[config.mk]
export PLATFORM = sky130hd
export DESIGN_NAME = reg_wb_sched
export DESIGN_NICKNAME = d
export VERILOG_FILES = /design/src/rtl/reg_pkg.sv /design/src/rtl/rr_arb2.sv /design/src/rtl/reg_wb_sched.sv
export SDC_FILE = /design/constraint.sdc
export NUM_CORES = 1
export LEC_CHECK = 0
export ABC_AREA = 0
export CORE_ASPECT_RATIO = 0.7
export CORE_UTILIZATION = 33
export CTS_CLUSTER_DIAMETER = 30
export DETAILED_ROUTE_END_ITERATION = 16
export SETUP_SLACK_MARGIN = 0.4
export SLEW_MARGIN = 25
export SYNTH_ARGS = -nofsm -noshare
export SYNTH_HDL_FRONTEND = slang
export SYNTH_SLANG_ARGS = --single-unit
[constraint.sdc]
create_clock -name clk -period 6.18 [get_ports clk]
set_input_delay 1.854 -clock clk [delete_from_list [all_inputs] [get_ports clk]]
set_output_delay 1.854 -clock clk [all_outputs]
set_load 0.02 [all_outputs]
[src/rtl/reg_pkg.sv]
// Shared register-file types for the write-back scheduler and its arbiter.
package reg_pkg;

  localparam int unsigned ADR_W = 6;
  localparam int unsigned NARCH = 32;

  localparam logic [ADR_W-1:0] X0_ADR = 6'd0;
  localparam logic [ADR_W-1:0] PC_ADR = 6'd32;

  typedef logic [ADR_W-1:0] reg_adr_t;

  typedef enum logic {
    WB_SRC_0 = 1'b0,
    WB_SRC_1 = 1'b1
  } wb_src_e;

endpackage

[src/rtl/rr_arb2.sv]
// Two-input write-back arbiter. REG_WB_SCHED_RR_EN selects round-robin;
// otherwise WB1 has fixed priority over WB0.
module rr_arb2
  import reg_pkg::*;
(
  input  logic       clk,
  input  logic       reset_n,
  input  logic [1:0] req,
  output logic [1:0] gnt
);

  wb_src_e ptr_q, ptr_d;
  logic    contested;

  assign contested = &req;

  always_comb begin
    gnt = req;
    if (contested) begin
`ifdef REG_WB_SCHED_RR_EN
      gnt = (ptr_q == WB_SRC_0) ? 2'b01 : 2'b10;
`else
      gnt = 2'b10;
`endif
    end
  end

  // Pointer names the preferred requester: the loser of the last contested cycle.
  always_comb begin
    ptr_d = ptr_q;
    if (contested) begin
      ptr_d = gnt[0] ? WB_SRC_1 : WB_SRC_0;
    end
  end

  always_ff @(posedge clk) begin
    if (!reset_n) begin
      ptr_q <= WB_SRC_0;
    end else begin
      ptr_q <= ptr_d;
    end
  end

endmodule

[src/rtl/reg_wb_sched.sv]
// Register-file write-back scheduler and RAW/WAW scoreboard.
// Define REG_WB_SCHED_RR_EN for round-robin arbitration (default: WB1 priority).
module reg_wb_sched #(
  parameter int unsigned ADR_W = reg_pkg::ADR_W,
  parameter int unsigned NARCH = reg_pkg::NARCH
) (
  input  logic             clk,
  input  logic             reset_n,
  input  logic             ISSUE_VALID_SD,
  input  logic [ADR_W-1:0] ISSUE_RD_SD,
  input  logic             ISSUE_WE_SD,
  input  logic [ADR_W-1:0] ISSUE_RS1_SD,
  input  logic [ADR_W-1:0] ISSUE_RS2_SD,
  output logic             STALL_SD,
  input  logic             FLUSH_SD,
  input  logic             WB0_VALID,
  input  logic [ADR_W-1:0] WB0_ADR,
  input  logic [31:0]      WB0_DATA,
  output logic             WB0_READY,
  input  logic             WB1_VALID,
  input  logic [ADR_W-1:0] WB1_ADR,
  input  logic [31:0]      WB1_DATA,
  output logic             WB1_READY,
  output logic [31:0]      WDATA_SW,
  output logic [ADR_W-1:0] WADR_SW,
  output logic             WENABLE_SW
);

  import reg_pkg::*;

  logic [1:0]       req, gnt;
  wb_src_e          src;
  logic             xfer;
  logic [ADR_W-1:0] xfer_adr;
  logic [31:0]      xfer_data;
  logic             wen_q, wen_d;
  logic [ADR_W-1:0] wadr_q, wadr_d;
  logic [31:0]      wdata_q, wdata_d;
  logic [NARCH-1:0] pending_q, pending_d;
  logic             issue_set;

  // Addresses at or above NARCH match no entry and so never report pending.
  function automatic logic is_pending(input logic [ADR_W-1:0] adr,
                                      input logic [NARCH-1:0] pend);
    is_pending = 1'b0;
    for (int unsigned i = 0; i < NARCH; i++) begin
      if (adr == ADR_W'(i)) is_pending = pend[i];
    end
  endfunction

  assign req = {WB1_VALID, WB0_VALID} & {2{reset_n}};

  rr_arb2 u_arb (
    .clk    (clk),
    .reset_n(reset_n),
    .req    (req),
    .gnt    (gnt)
  );

  assign WB0_READY = gnt[0];
  assign WB1_READY = gnt[1];
  assign xfer      = |gnt;
  assign src       = gnt[1] ? WB_SRC_1 : WB_SRC_0;

  always_comb begin
    xfer_adr  = WB0_ADR;
    xfer_data = WB0_DATA;
    if (src == WB_SRC_1) begin
      xfer_adr  = WB1_ADR;
      xfer_data = WB1_DATA;
    end
  end

  always_comb begin
    wen_d   = 1'b0;
    wadr_d  = wadr_q;
    wdata_d = wdata_q;
    if (xfer) begin
      wen_d   = (xfer_adr != ADR_W'(X0_ADR));
      wadr_d  = xfer_adr;
      wdata_d = xfer_data;
    end
  end

  assign STALL_SD = ISSUE_VALID_SD & (is_pending(ISSUE_RS1_SD, pending_q) |
                                      is_pending(ISSUE_RS2_SD, pending_q) |
                                      (ISSUE_WE_SD & is_pending(ISSUE_RD_SD, pending_q)));

  assign issue_set = ISSUE_VALID_SD & ~STALL_SD & ISSUE_WE_SD;

  // Clear is applied before set so a same-cycle set on the same register wins.
  always_comb begin
    pending_d = pending_q;
    if (wen_q) begin
      for (int unsigned i = 0; i < NARCH; i++) begin
        if (wadr_q == ADR_W'(i)) pending_d[i] = 1'b0;
      end
    end
    if (issue_set) begin
      for (int unsigned i = 0; i < NARCH; i++) begin
        if (ISSUE_RD_SD == ADR_W'(i)) pending_d[i] = 1'b1;
      end
    end
    if (FLUSH_SD) pending_d = '0;
    pending_d[0] = 1'b0;
  end

  always_ff @(posedge clk) begin
    if (!reset_n) begin
      wen_q     <= 1'b0;
      wadr_q    <= '0;
      wdata_q   <= '0;
      pending_q <= '0;
    end else begin
      wen_q     <= wen_d;
      wadr_q    <= wadr_d;
      wdata_q   <= wdata_d;
      pending_q <= pending_d;
    end
  end

  assign WENABLE_SW = wen_q;
  assign WADR_SW    = wadr_q;
  assign WDATA_SW   = wdata_q;

endmodule

==> impl_metrics.tcl <==
set metrics [dict create \
    clkLatencyLatePin_ns 0.32 \
    first_iter_violations 456 \
    outcome "complete, no violations" \
    core_mm2 0.0140 \
    worst_slew_pin_slew_ns 0.656 \
    layout.nets 893 \
    vias_per_cell 5.44 \
    finalClockSkew_ns 0.00433 \
    p_leak_nw 2.84 \
    setup_viol 0 \
    period_share_pct 92.6 \
    io_buffer_count 142 \
    netlist_instances 599 \
    async_reset_ff_share_pct 0 \
    grt_pass1_wl_mm 28.8 \
    critPathLaunchType "primary input" \
    multiInputGateArea_mm2 0.00326 \
    power_frac_clock_pct 38.9 \
    reg2reg_depth 9 \
    synthTopCellsByArea "dfxtp_1 30%, mux2i_1 11%, o21ai_0 7.6%" \
    synth-seq-cells 70 \
    vias 5371 \
    ant_nets 0 \
    fmax_mhz 175 \
    synth-edff-count 0 \
    slew_viol_final 0 \
    rsz0062_at_grt "no" \
    period_needed_ns 5.72 \
    synth_fp_nets 700 \
    cts_buffer_depth 2 \
    internal-power_mw 0.978 \
    root_buffer "clkbuf_16" \
    top_usage_layer "met2" \
    postSynthAreaPerCell_um2 7.91 \
    rr_startpoint "pending_q[1]$_SDFF_PP0_" \
    track_usage_pct 25.1 \
    gr-usage-met1_pct 35.2 \
    cts_buffers 9 \
    die_area_mm2 0.0148 \
    power_frac_comb_pct 25.4 \
    start_util_pct 33.9 \
    yosys.area.top_type "dfxtp_1" \
    cp_max_fo 4 \
    grt_pass1_vias 5134 \
    r2r-end "pending_q[15]$_SDFF_PP0_" \
    postCtsHoldBufs 0 \
    switching_share_pct 27.4 \
    antenna_found_initial 0 \
    synth_cell_type_count 69 \
    pre_cts_ws_ns -0.284 \
    ir_drop_v 0.000143 \
    wirelength_mm 18.6 \
    cts_max_level 3 \
    min_path_cells 2 \
    rrSetupSlack_ns 3.57 \
    area_growth_pct 55.3 \
    dpl.hpwl_mm 14.4 \
    switching_power_mw 0.369 \
    final-seq-area_mm2 0.00140 \
    drc_errors 0 \
    hold_viol 0 \
    cts.sink_count 70 \
    rows 36 \
    seq_area_frac_synth_pct 29.6 \
    grt_max_degree 77 \
    fin_ws_ns 0.457 \
    grt_overflow 0 \
    hold_path_end "pending_q[31]$_SDFF_PP0_" \
    sequentialPowerShare_pct 35.7 \
    arrival_ns 3.87 \
    grt_util_met3_pct 6.96 \
    cts_tree "built" \
    worstSetupEndpointType "output pin" \
    path_clk_slew_ns 0.05 \
    critical_path_class "primary input to output pin" \
    gp_congestion 1.02 \
    diodes 0 \
    synth_top_area_share_pct 29.6 \
    hold_start "pending_q[31]$_SDFF_PP0_" \
    met2_usage_pct 37.7 \
    fill_cells 1321 \
    maxCapViolCount 0 \
    synth_area_mm2 0.00474 \
    min_path_type "flop to flop" \
    ys.flop_type "dfxtp_1" \
    slew-limit-headroom_pct 56.2 \
    power_density_mw_per_mm2 183 \
    wl_per_cell_um 18.9 \
    yosysWarnings 0 \
    worstPathRequired_ns 4.33 \
    drt_pass1_iterations 6 \
    dieWidth_um 145 \
    cp-startpoint "ISSUE_RD_SD[3]" \
    die_h_um 102 \
    power_mw 1.35 \
    pin_count 143 \
    drive_above_1_share_pct 20.7 \
]
==> through the flow <==
stage | std cells | setup TNS (ns) | instance area (µm²) | utilization [%] | hold WS, ns
3_5_place_dp | 962 | -0.284 | 6750 | 48.3 | 0.525
3_3_place_gp | 962 | -0.228 | 6750 | 48.3 | 0.521
4_1_cts | 983 | 0 | 7180 | 51.4 | 0.537
5_1_grt | 987 | 0 | 7360 | 52.7 | 0.575
2_1_floorplan | 599 | 0 | 4740 | - | 0.470
6_report | 987 | 0 | 7360 | 52.7 | 0.552
==> sequential cells by signal (all words and copies together), names as in the netlist <==
| name | cells |
|---|---|
| WADR_SW | 6 |
| WENABLE_SW | 1 |
| pending_q | 31 |
| WDATA_SW | 32 |
==> worst max-delay path by stage <==
stage	to	slack [ns]	depth (start not counted)
after floorplan	STALL_SD	0.64	10
after global placement	STALL_SD	-0.23	11
after detailed placement	STALL_SD	-0.28	11
after CTS	STALL_SD	0.40	13
after global routing	STALL_SD	0.40	10
final	STALL_SD	0.46	11
==> cell type report <==
cell class                 count  area share, %
clock buffer                  11           3.43
clock inverter                 5          0.782
inverter                      11          0.561
multi-input combinational    474           44.4
sequential                    70           19.0
tap                          190           3.23
timing repair buffer         226           28.6
==> worst max-delay path: stages <==
cell,delay (ns)
dlygate4sd2_1,0.30
buf_4,0.18
and4bb_2,0.25
mux2i_1,0.16
a2bb2oi_1,0.28
o221ai_2,0.14
a31oi_2,0.22
o21ai_2,0.14
nand2_4,0.10
and2_4,0.14
buf_6,0.10
==> metal layers <==
metal / up-vias / share of wire [%]
met5: - / 0
met4: 0 / 1.5
met3: 30 / 9.4
met2: 241 / 42
met1: 2514 / 47
li1: 2586 / -
==> timing repair <==
| item | in CTS | in global routing |
|---|---|---|
| endpoints found under the setup margin | 1 | 1 |
| pin swaps | 12 | 18 |
| resized for setup | 33 | 45 |
| endpoints found under the hold margin | 0 | 0 |
| setup buffers | 4 | 4 |
| cloned | 1 | 0 |
==> power groups by stage <==
| stage | sequential [mW] | clock [mW] | combinational (mW) |
|---|---|---|---|
| CTS | 0.481 | 0.536 | 0.331 |
| floorplan | 0.509 | 0 | 0.134 |
| detailed placement | 0.490 | 0 | 0.321 |
| global route | 0.483 | 0.552 | 0.367 |
| finish | 0.481 | 0.525 | 0.342 |
| global placement | 0.489 | 0 | 0.318 |
==> logic make-up (layout without fill, tap and decap cells) <==
| kind of cell | after synthesis | after routing | synth area share (%) |
|---|---|---|---|
| multiplexers | 61 | 61 | 13.6 |
| AO/OA/AOI/OAI | 182 | 182 | 26.0 |
| flip-flops | 70 | 70 | 29.6 |
| buffers and inverters | 55 | 253 | 5.36 |
| AND/OR/NAND/NOR | 231 | 231 | 25.5 |
==> cells in the mapped netlist, types with 3 or more instances <==
| cell | count |
|---|---|
| nand2_1 | 75 |
| o21ai_0 | 72 |
| dfxtp_1 | 70 |
| mux2i_1 | 51 |
| and2_1 | 40 |
| nor2_1 | 29 |
| o211ai_1 | 26 |
| a21oi_1 | 24 |
| clkbuf_1 | 20 |
| nand3_1 | 17 |
| buf_2 | 14 |
| nor2b_1 | 13 |
| inv_1 | 11 |
| nand2b_1 | 11 |
| nand4_1 | 11 |
| o31ai_2 | 9 |
| mux2_2 | 7 |
| nor3_1 | 7 |
| nand3b_1 | 6 |
| o22ai_1 | 6 |
| buf_1 | 5 |
| a31oi_1 | 4 |
| o41ai_1 | 4 |
| and3_1 | 3 |
| buf_6 | 3 |
| nor3b_1 | 3 |
| nor4_1 | 3 |
| o221ai_1 | 3 |
| o31ai_1 | 3 |
==> cells in the final DEF, fill, tap and decap left out, types with 9 or more instances in the layout <==
cell type / netlist / routed
nand3_1: 17 / 14
and2_1: 40 / 39
inv_1: 11 / 11
buf_6: 3 / 9
o31ai_2: 9 / 10
clkdlybuf4s50_1: 0 / 126
o211ai_1: 26 / 26
buf_4: 2 / 73
nand4_1: 11 / 11
clkbuf_16: 0 / 9
o21ai_0: 72 / 67
nor2b_1: 13 / 11
mux2i_1: 51 / 49
a21oi_1: 24 / 22
dfxtp_1: 70 / 70
nand2b_1: 11 / 10
nor2_1: 29 / 28
nand2_1: 75 / 72
Note: power is estimated with default switching activity, not from simulation.
